===== config.mk =====
export PLATFORM = sky130hd
export DESIGN_NAME = wb_write_sched_flat
export DESIGN_NICKNAME = d
export VERILOG_FILES = /design/src/rtl/wb_write_sched_if.sv /design/src/rtl/wb_write_sched.sv /design/src/flat_wrapper.sv
export SDC_FILE = /design/constraint.sdc
export NUM_CORES = 1
export LEC_CHECK = 0
export CAP_MARGIN = 5
export CELL_PAD_IN_SITES_DETAIL_PLACEMENT = 1
export CELL_PAD_IN_SITES_GLOBAL_PLACEMENT = 2
export CORE_ASPECT_RATIO = 0.75
export CORE_MARGIN = 5
export CORE_UTILIZATION = 24
export CTS_CLUSTER_SIZE = 24
export DETAILED_ROUTE_END_ITERATION = 8
export PLACE_DENSITY_LB_ADDON = 0.05
export SYNTH_ARGS = -nofsm -noshare
export SYNTH_HDL_FRONTEND = slang
export SYNTH_SLANG_ARGS = --single-unit

===== constraint.sdc =====
create_clock -name clock -period 2.89 [get_ports clock]
set_input_delay 0.4335 -clock clock [delete_from_list [all_inputs] [get_ports clock]]
set_output_delay 0.4335 -clock clock [all_outputs]
set_load 0.01 [all_outputs]

===== src/rtl/wb_write_sched_if.sv =====
// Handshake bundle between the W pipeline register and the write-back scheduler.
// The W stage is the master and drives the instruction; the scheduler answers with W_ready.
interface wb_write_sched_if #(
    parameter int DATA_W = 64,
    parameter int REG_AW = 4
);
    logic              W_valid;
    logic              W_ready;
    logic [3:0]        W_in_code;
    logic              W_cnd;
    logic [REG_AW-1:0] W_dst_e;
    logic [REG_AW-1:0] W_dst_m;
    logic [DATA_W-1:0] W_val_e;
    logic [DATA_W-1:0] W_val_m;

    modport master (
        output W_valid,
        output W_in_code,
        output W_cnd,
        output W_dst_e,
        output W_dst_m,
        output W_val_e,
        output W_val_m,
        input  W_ready
    );

    modport slave (
        input  W_valid,
        input  W_in_code,
        input  W_cnd,
        input  W_dst_e,
        input  W_dst_m,
        input  W_val_e,
        input  W_val_m,
        output W_ready
    );
endinterface


===== src/rtl/wb_write_sched.sv =====
// Write-back port scheduler: serialises the E and M writes of each retiring instruction
// onto the single register-file write port and keeps the retire/halt/bad-icode status.
//
// state    | meaning
// IDLE     | no write pending; ready to accept
// WR_FIRST | E-write on the port; M-write queued, W stalled
// WR_LAST  | final write of an instruction on the port; ready to accept
module wb_write_sched #(
    parameter int                DATA_W = 64,
    parameter int                REG_AW = 4,
    parameter logic [REG_AW-1:0] RNONE  = {REG_AW{1'b1}},
    parameter int                CNT_W  = 32
) (
    input  logic              clock,
    input  logic              reset,
    wb_write_sched_if.slave   w,
    output logic              rf_we,
    output logic [REG_AW-1:0] rf_waddr,
    output logic [DATA_W-1:0] rf_wdata,
    output logic              wb_done,
    output logic [CNT_W-1:0]  retired,
    output logic              halted,
    output logic              bad_icode
);

    typedef enum logic [1:0] {
        IDLE     = 2'd0,
        WR_FIRST = 2'd1,
        WR_LAST  = 2'd2
    } state_t;

    localparam logic [3:0] I_HALT   = 4'd0;
    localparam logic [3:0] I_CMOV   = 4'd2;
    localparam logic [3:0] I_IRMOV  = 4'd3;
    localparam logic [3:0] I_MRMOV  = 4'd5;
    localparam logic [3:0] I_OPQ    = 4'd6;
    localparam logic [3:0] I_CALL   = 4'd8;
    localparam logic [3:0] I_RET    = 4'd9;
    localparam logic [3:0] I_PUSH   = 4'd10;
    localparam logic [3:0] I_POP    = 4'd11;
    localparam logic [3:0] I_BAD_LO = 4'd12;

    localparam logic [CNT_W-1:0] CNT_ONE = {{(CNT_W-1){1'b0}}, 1'b1};

    state_t            state;
    logic [REG_AW-1:0] pend_addr;
    logic [DATA_W-1:0] pend_data;

    logic accept;
    logic need_e;
    logic need_m;
    logic is_halt;
    logic is_bad;

    assign accept = w.W_valid && w.W_ready;

    // Destination decode for the instruction currently offered by W.
    always_comb begin
        need_e  = 1'b0;
        need_m  = 1'b0;
        is_halt = (w.W_in_code == I_HALT);
        is_bad  = (w.W_in_code >= I_BAD_LO);
        case (w.W_in_code)
            I_IRMOV, I_OPQ, I_CALL, I_RET, I_PUSH, I_POP:
                need_e = (w.W_dst_e != RNONE);
            I_CMOV:
                need_e = w.W_cnd && (w.W_dst_e != RNONE);
            default:
                need_e = 1'b0;
        endcase
        if ((w.W_in_code == I_MRMOV) || (w.W_in_code == I_POP)) begin
            need_m = (w.W_dst_m != RNONE);
        end
    end

    always_ff @(posedge clock) begin
        if (reset) begin
            state     <= IDLE;
            w.W_ready <= 1'b0;
            rf_we     <= 1'b0;
            rf_waddr  <= '0;
            rf_wdata  <= '0;
            wb_done   <= 1'b0;
            retired   <= '0;
            halted    <= 1'b0;
            bad_icode <= 1'b0;
            pend_addr <= '0;
            pend_data <= '0;
        end else begin
            rf_we   <= 1'b0;
            wb_done <= 1'b0;
            case (state)
                WR_FIRST: begin
                    rf_we     <= 1'b1;
                    rf_waddr  <= pend_addr;
                    rf_wdata  <= pend_data;
                    wb_done   <= 1'b1;
                    retired   <= retired + CNT_ONE;
                    state     <= WR_LAST;
                    w.W_ready <= ~halted;
                end
                IDLE, WR_LAST: begin
                    w.W_ready <= ~halted;
                    state     <= IDLE;
                    if (accept) begin
                        if (need_e && need_m) begin
                            // E goes first so a popq into its own stack pointer ends with the loaded value.
                            rf_we     <= 1'b1;
                            rf_waddr  <= w.W_dst_e;
                            rf_wdata  <= w.W_val_e;
                            pend_addr <= w.W_dst_m;
                            pend_data <= w.W_val_m;
                            state     <= WR_FIRST;
                            w.W_ready <= 1'b0;
                        end else begin
                            wb_done <= 1'b1;
                            retired <= retired + CNT_ONE;
                            if (need_e) begin
                                rf_we    <= 1'b1;
                                rf_waddr <= w.W_dst_e;
                                rf_wdata <= w.W_val_e;
                                state    <= WR_LAST;
                            end else if (need_m) begin
                                rf_we    <= 1'b1;
                                rf_waddr <= w.W_dst_m;
                                rf_wdata <= w.W_val_m;
                                state    <= WR_LAST;
                            end
                            if (is_halt) begin
                                halted    <= 1'b1;
                                w.W_ready <= 1'b0;
                            end
                            if (is_bad) begin
                                bad_icode <= 1'b1;
                            end
                        end
                    end
                end
                default: begin
                    state     <= IDLE;
                    w.W_ready <= ~halted;
                end
            endcase
        end
    end

endmodule

===== src/flat_wrapper.sv =====
// flat-port wrapper written by rule: the top's interface ports become plain ports
module wb_write_sched_flat 
#(
    parameter int                DATA_W = 64,
    parameter int                REG_AW = 4,
    parameter logic [REG_AW-1:0] RNONE  = {REG_AW{1'b1}},
    parameter int                CNT_W  = 32
)
  (clock, reset, rf_we, rf_waddr, rf_wdata, wb_done, retired, halted, bad_icode, w_W_valid, w_W_in_code, w_W_cnd, w_W_dst_e, w_W_dst_m, w_W_val_e, w_W_val_m, w_W_ready);
  wb_write_sched_if #(.DATA_W(DATA_W), .REG_AW(REG_AW)) w_i ();
  input  logic clock;
  input  logic reset;
  output logic rf_we;
  output logic [REG_AW-1:0] rf_waddr;
  output logic [DATA_W-1:0] rf_wdata;
  output logic wb_done;
  output logic [CNT_W-1:0] retired;
  output logic halted;
  output logic bad_icode;
  input wire logic [$bits(w_i.W_valid)-1:0] w_W_valid;
  input wire logic [$bits(w_i.W_in_code)-1:0] w_W_in_code;
  input wire logic [$bits(w_i.W_cnd)-1:0] w_W_cnd;
  input wire logic [$bits(w_i.W_dst_e)-1:0] w_W_dst_e;
  input wire logic [$bits(w_i.W_dst_m)-1:0] w_W_dst_m;
  input wire logic [$bits(w_i.W_val_e)-1:0] w_W_val_e;
  input wire logic [$bits(w_i.W_val_m)-1:0] w_W_val_m;
  output wire logic [$bits(w_i.W_ready)-1:0] w_W_ready;
  assign w_i.W_valid = w_W_valid;
  assign w_i.W_in_code = w_W_in_code;
  assign w_i.W_cnd = w_W_cnd;
  assign w_i.W_dst_e = w_W_dst_e;
  assign w_i.W_dst_m = w_W_dst_m;
  assign w_i.W_val_e = w_W_val_e;
  assign w_i.W_val_m = w_W_val_m;
  assign w_W_ready = w_i.W_ready;
  wb_write_sched #(.DATA_W(DATA_W), .REG_AW(REG_AW), .RNONE(RNONE), .CNT_W(CNT_W)) u_core (.clock(clock), .reset(reset), .w(w_i), .rf_we(rf_we), .rf_waddr(rf_waddr), .rf_wdata(rf_wdata), .wb_done(wb_done), .retired(retired), .halted(halted), .bad_icode(bad_icode));
endmodule

==> impl_metrics.json, run 1 <==
{
  "grt_overflow_total": 0,
  "synth.top_cells.by_count": "175 x dfxtp_1, 164 x nor2_1, 148 x nand2_1",
  "cap_violations": 0,
  "rsz0062_at_grt": "false",
  "synth_edf_count": 0,
  "fin_tns_setup_ns": 0,
  "io_buffers": 248,
  "synthArstFlopShare_pct": 0,
  "crit_fanout": 11,
  "post-synth-top-count-cell": "dfxtp_1",
  "dp_cells": 1634,
  "cts_buffer_depth": 2,
  "worst-endpoint-required_ns": 3.26,
  "synth_top_cell_by_area": "dfxtp_1",
  "hold_depth": 2,
  "ys.flop_type": "dfxtp_1",
  "grt_use_total_pct": 16.0,
  "crit_type": "in2reg",
  "cts_tree": "yes",
  "gp_congestion": 0.727,
  "firstDrtPassIters": 4,
  "clk_latency_ns": 0.44,
  "drt-initial-drc-count": 309,
  "clk_pin_slew_ns": 0.07,
  "cp-end-kind": "flip-flop",
  "drc_errors": 0,
  "relSlewSlack_pct": 35.3,
  "cts_resized": 0,
  "reg2reg_slack_ns": 0.59,
  "post_cts.repair.setup_buffers": 0,
  "routed_wl_um": 31100,
  "min_to": "u_core.pend_data[30]$_SDFFE_PP0P_",
  "final_util_pct": 35.6,
  "arrival_ns": 3.08,
  "area_growth_pct": 46.0,
  "syn_nets": 1132,
  "design_area_um2": 12000,
  "grt_pass1_wl_um": 47700,
  "worst_r2r_endpoint": "u_core.retired[24]$_SDFFE_PP0P_",
  "drtAntennaViolNets": 0,
  "finClkSkew_ns": 0.0107,
  "hp-class": "reg2reg",
  "drive_gt1_share_pct": 6.99,
  "root_buffer": "clkbuf_16",
  "setup_slack_ns": 0.180,
  "hpwl_um": 20600,
  "hp-start": "u_core.pend_data[30]$_SDFFE_PP0P_",
  "dieArea_um2": 38100,
  "outcome": "finished, final reports clean",
  "cts_buffers": 17,
  "coreArea_um2": 33700,
  "ios": 249,
  "ys_warn_count": 0,
  "ys_seq_area_share_pct": 42.6,
  "dpl_cell_area_um2": 11400,
  "hold_viol": 0,
  "die_w_um": 224,
  "synth_top_area_share_pct": 42.6,
  "synth.area.top_cells": "dfxtp_1 43%, a32o_1 8.3%, mux2i_1 8.3%",
  "grt_pass1_vias": 7826,
  "avgViaCountPerCell": 4.60,
  "final_net_count": 1351,
  "syn_area_per_cell_um2": 8.35,
  "dp_slack_ns": -0.253,
  "htree_levels": 4,
  "die_h_um": 170,
  "cts.sinks": 175,
  "synth_cell_types": 44,
  "finalCritPeriodShare_pct": 93.8,
  "num_vias": 7671,
  "wire_per_inst_um": 18.7,
  "setup_viol": 0,
  "fill_cells": 3915,
  "grt_max_degree": 205,
  "p_per_area_nw_per_um2": 485,
  "ys_seq_elements": 175,
  "r2r_cells": 5,
  "tightest_slew_ns": 0.971,
  "reg2reg_from": "u_core.retired[9]$_SDFFE_PP0P_",
  "antenna_found_initial": 5,
  "fmax_ghz": 0.369,
  "syn_inst": 984,
  "final_cells": 1667,
  "crit_start": "w_W_in_code[3]",
  "initial_utilization_pct": 24.4,
  "p_leak_nw": 4.19,
  "finalCriticalPeriod_ns": 2.71,
  "syn_area_um2": 8220,
  "cp-start-kind": "input port",
  "cts.hold.buffers_added": 0,
  "timing.final.max_slew_violations": 0,
  "rows": 58,
  "vdd_drop_max_mv": 0.359
}
-- how the worst max path moves through the flow --
stage	end	slack, ns	depth (start not counted)
floorplan	u_core.retired[19]$_SDFFE_PP0P_	0.1	11
global placement	u_core.retired[16]$_SDFFE_PP0P_	-0.21	10
detailed placement	u_core.retired[18]$_SDFFE_PP0P_	-0.25	11
CTS	u_core.retired[18]$_SDFFE_PP0P_	0.21	11
global route	u_core.retired[24]$_SDFFE_PP0P_	0.04	10
finish	u_core.retired[18]$_SDFFE_PP0P_	0.18	11
-- kinds of logic (layout without fill, tap and decap cells) --
kind of cell	count (synthesis)	count (layout)	synth area share (%)
xor+xnor	7	7	0.746
compound gates	181	181	16.2
flops	175	175	42.6
buf+inv	90	322	4.58
mux	79	79	9.79
other cells	0	1	0
fa+ha+maj	4	4	0.609
simple gates	448	448	25.5
-- metrics by stage --
step,total power (W),hold slack (ns)
after floorplan,0.00288,0.431
after global placement,0.00336,0.437
after detailed placement,0.00336,0.443
after CTS,0.00594,0.441
after global routing,0.00611,0.469
final,0.00582,0.450
-- power by group --
part | internal, W | total, W | switching (W) | leakage (nW)
registers | 0.00247 | 0.00250 | 0.0000334 | 1.42
clock network | 0.00148 | 0.00254 | 0.00106 | 0.308
logic | 0.000436 | 0.000782 | 0.000347 | 2.47
-- cells in the final DEF (no fill, tap or decap), types with 2 or more instances in the layout --
cell type / count
nor2b_1: 12
nor4_2: 6
and2_1: 3
nand2_1: 147
and4_1: 4
clkdlybuf4s50_1: 247
dfxtp_1: 174
nand2b_1: 69
a21oi_1: 85
buf_4: 23
inv_1: 7
bufinv_16: 4
xor2_1: 6
nand3_1: 8
o21ai_0: 12
o31ai_1: 5
mux2_2: 3
nand4_1: 6
mux2i_1: 68
mux2_1: 8
ha_1: 4
or4_1: 6
or3_1: 8
a32o_1: 68
o2111ai_4: 2
inv_6: 3
clkbuf_16: 17
o2111ai_1: 3
buf_12: 13
and3_1: 2
clkinv_2: 3
nor2_1: 163
nor4_1: 4
-- layer usage --
layer,vias to the layer above,track usage [%],part of all wire [%]
met1,3679,21.7,48
li1,3833,-,-
met3,26,5.09,5.3
met4,8,3.33,1.0
met2,125,25.0,45
met5,-,0,0.13
-- cell type report --
class                           count  area [um2]  area share (%)
Multi-Input combinational cell    719        4370            36.4
Sequential cell                   175        3510            29.2
Timing Repair Buffer              283        2910            24.2
Tap cell                          450         563            4.69
Clock buffer                       19         443            3.69
Clock inverter                     13         184            1.53
Inverter                            7        26.3           0.219
Antenna cell                        1        2.50          0.0209
-- flip-flops by register name, indices dropped and copies added (netlist names) --
register and flops:
u_core.retired 32, u_core.rf_waddr 4, u_core.rf_wdata 64, u_core.state 2, u_core.wb_done 1, u_core.pend_data 64
u_core.halted 1, u_core.pend_addr 4, u_core.rf_we 1, u_core.bad_icode 1, u_core.w.W_ready 1
-- critical path, stage by stage --
cell and delay, ns:
clkdlybuf4s50_1 0.55, nor2_1 0.06, nand2_1 0.06, o21ai_0 0.11, and3_1 0.22, ha_1 0.20
and4bb_1 0.39, o2111ai_4 0.24, buf_4 0.26, or4_1 0.41, a21oi_1 0.15
Note: power is estimated with default switching activity, not from simulation.
==> run 2: changes to the inputs <==
Settings changed: TNS_END_PERCENT set to 30.
==> results of run 2 <==
Same layout as run 1: the final DEF is identical, and so are final timing and power.
==> run 3: changes to the inputs <==
Settings changed: ABC_AREA set to 1, CORE_UTILIZATION 24 to 23.
==> run 3 against run 2 <==
- combinational power rose by 29%
- worst setup slack improved by 0.36 ns
- critical path depth rose by 1
- first-iteration DRC count rose by 24%
- synthesized area rose by 3.5%
- critical path type unchanged
- largest cell class unchanged
- largest power group is now sequential cells
==> impl_metrics.json, run 3 <==
{
  "root_buffer": "clkbuf_16",
  "cp_slowest_cell": "clkdlybuf4s50_1",
  "comb_power_share_pct": 17.3,
  "rows": 61,
  "p_clk_share_pct": 38.7,
  "finalCritPeriodShare_pct": 81.4,
  "worst-endpoint-required_ns": 3.26,
  "synth.area.top_cells": "dfxtp_1 41%, a21oi_1 13%, inv_1 7.7%",
  "grt_pass1_vias": 9733,
  "io_buffers": 248,
  "syn_inst": 1244,
  "swShare_pct": 28.5,
  "reg.largest.list": "u_core.pend_data: 64 flops, u_core.rf_wdata: 64 flops, u_core.retired: 32 flops",
  "clk_pin_slew_ns": 0.07,
  "num_vias": 9196,
  "antenna_found_initial": 3,
  "synthArstFlopShare_pct": 0,
  "hpwl_um": 24200,
  "p_per_area_nw_per_um2": 480,
  "setup_viol": 0,
  "rsz0062_at_grt": "false",
  "post-synth-top-count-cell": "a21oi_1",
  "finalCriticalPeriod_ns": 2.35,
  "holdWs_ns": 0.508,
  "ios": 249,
  "grt_overflow_total": 0,
  "n_antenna_cell": 0,
  "drtAntennaViolNets": 0,
  "p_leak_nw": 5.13,
  "fmax_ghz": 0.425,
  "dieArea_um2": 41000,
  "die_w_um": 232,
  "syn_area_um2": 8510,
  "ys_seq_area_share_pct": 41.2,
  "path_cells": "clkdlybuf4s50_1, inv_1, o21ai_0, o21ai_0, nor2_1, ha_1, nand2_2, buf_4, nor2_4, buf_4, o21ai_0, a21oi_1",
  "crit_type": "in2reg",
  "finClkSkew_ns": 0.0124,
  "cts_buffer_depth": 2,
  "cp-start-kind": "input port",
  "wire_per_inst_um": 18.9,
  "ys_seq_elements": 175,
  "grt_pass1_wl_um": 57400,
  "crit_fanout": 32,
  "clk_latency_ns": 0.45,
  "power_switching_w": 0.00166,
  "synth_top_area_share_pct": 41.2,
  "cp-end-kind": "flip-flop",
  "grt_max_degree": 69,
  "syn_nets": 1392,
  "gp_congestion": 0.770,
  "cts_tree": "yes",
  "relSlewSlack_pct": 30.9,
  "avgViaCountPerCell": 4.68,
  "hold_depth": 1,
  "dp_slack_ns": 0.0300,
  "critical_path.max_stage_delay_ns": 0.51,
  "coreArea_um2": 36800,
  "mostFrequentLayoutCell": "clkdlybuf4s50_1",
  "cts_resized": 0,
  "crit_family": "buffers and inverters",
  "cp_common_cell": "o21ai_0",
  "ys.flop_type": "dfxtp_1",
  "mostFrequentLayoutCells": "248 x clkdlybuf4s50_1, 227 x a21oi_1, 174 x dfxtp_1",
  "tightest_slew_ns": 1.04,
  "drive_gt1_share_pct": 5.26,
  "firstDrtPassIters": 5,
  "intPower_w": 0.00416,
  "drc_errors": 0,
  "cap_violations": 0,
  "synth.top_cells.by_count": "227 x a21oi_1, 175 x dfxtp_1, 174 x inv_1",
  "hold_viol": 0,
  "outcome": "finished, final reports clean",
  "cts_buffers": 17,
  "setup_slack_ns": 0.536,
  "timing.final.max_slew_violations": 0,
  "cts.sinks": 175,
  "fill_cells": 4550,
  "cts.hold.buffers_added": 0,
  "synth_cell_types": 33,
  "area_growth_pct": 42.5,
  "ys_warn_count": 0,
  "syn_area_per_cell_um2": 6.84,
  "hp-class": "reg2reg",
  "post_cts.repair.setup_buffers": 0,
  "htree_levels": 4,
  "cp.depth": 12,
  "synth_top_cell_by_area": "dfxtp_1",
  "fin_tns_setup_ns": 0,
  "arrival_ns": 2.73,
  "r2r_cells": 8,
  "vdd_drop_max_mv": 0.388,
  "final_net_count": 1598,
  "initial_utilization_pct": 23.1,
  "synth_edf_count": 0,
  "die_h_um": 177,
  "seq_power_share_pct": 44.0,
  "grt_use_total_pct": 17.9,
  "cp_num_buf_inv": 4,
  "drt-initial-drc-count": 382,
  "routed_wl_um": 37100
}
[run 3: through the flow]
step	cells	util, %	cell area, um2	total power (W)
2_1_floorplan	1244	-	8510	0.00307
3_3_place_gp	1935	31.5	11600	0.00364
3_5_place_dp	1935	31.5	11600	0.00364
4_1_cts	1967	33.0	12100	0.00594
5_1_grt	1967	33.0	12100	0.00613
6_report	1967	33.0	12100	0.00582
[run 3: kinds of logic (layout without fill, tap and decap cells)]
group | after synthesis | in the layout | share of synthesized area, %
AND/OR/NAND/NOR | 411 | 411 | 22.5
AO/OA/AOI/OAI | 380 | 380 | 22.5
buffers and inverters | 269 | 488 | 12.7
flip-flops | 175 | 175 | 41.2
XOR/XNOR | 5 | 5 | 0.515
adder cells (fa/ha/maj) | 4 | 4 | 0.588
[run 3: worst reg2reg max path: stages, from the launching register on]
cell	delay (ns)
dfxtp_4	0.56
inv_2	0.13
buf_4	0.28
nand3_1	0.16
nand2_4	0.09
inv_2	0.07
buf_12	0.33
o21ai_0	0.16
a21oi_1	0.15
[run 3: path summary, 6_finish.rpt]
check | start | endpoint | slack (ns)
max | w_W_in_code[3] | u_core.pend_data[46]$_SDFFE_PP0P_ | 0.54
min | u_core.halted$_SDFFE_PP0P_ | u_core.w.W_ready$_SDFF_PP0_ | 0.51
max reg2reg | u_core.state[0]$_SDFF_PP0_ | u_core.rf_wdata[39]$_SDFFE_PP0P_ | 0.89
min reg2reg | u_core.halted$_SDFFE_PP0P_ | u_core.w.W_ready$_SDFF_PP0_ | 0.51
[run 3: power groups by stage]
| stage | Combinational (W) | Clock, W | Sequential, W |
|---|---|---|---|
| 6_report | 0.00101 | 0.00225 | 0.00256 |
| 5_1_grt | 0.00111 | 0.00244 | 0.00257 |
| 4_1_cts | 0.00103 | 0.00235 | 0.00256 |
| 3_5_place_dp | 0.00102 | 0 | 0.00262 |
| 3_3_place_gp | 0.00102 | 0 | 0.00262 |
| 2_1_floorplan | 0.000427 | 0 | 0.00264 |
[run 3: layout make-up]
type / instances / area (um2) / area share (%)
sequential: 175 / 3510 / 28.9
timing repair buffer: 279 / 2820 / 23.2
multi-input combinational: 800 / 3960 / 32.6
tap: 504 / 631 / 5.20
inverter: 177 / 667 / 5.50
clock buffer: 22 / 474 / 3.91
clock inverter: 10 / 78.8 / 0.650
[run 3: routing by layer]
| layer | vias up | part of all wire, % | GRT usage [%] | wire length (um) |
|---|---|---|---|---|
| li1 | 4564 | - | - | - |
| met1 | 4449 | 50 | 25.2 | 18600 |
| met2 | 150 | 45 | 28.3 | 16500 |
| met3 | 27 | 4.3 | 4.36 | 1600 |
| met4 | 6 | 0.90 | 3.42 | 335 |
| met5 | - | 0.097 | 0 | 36 |
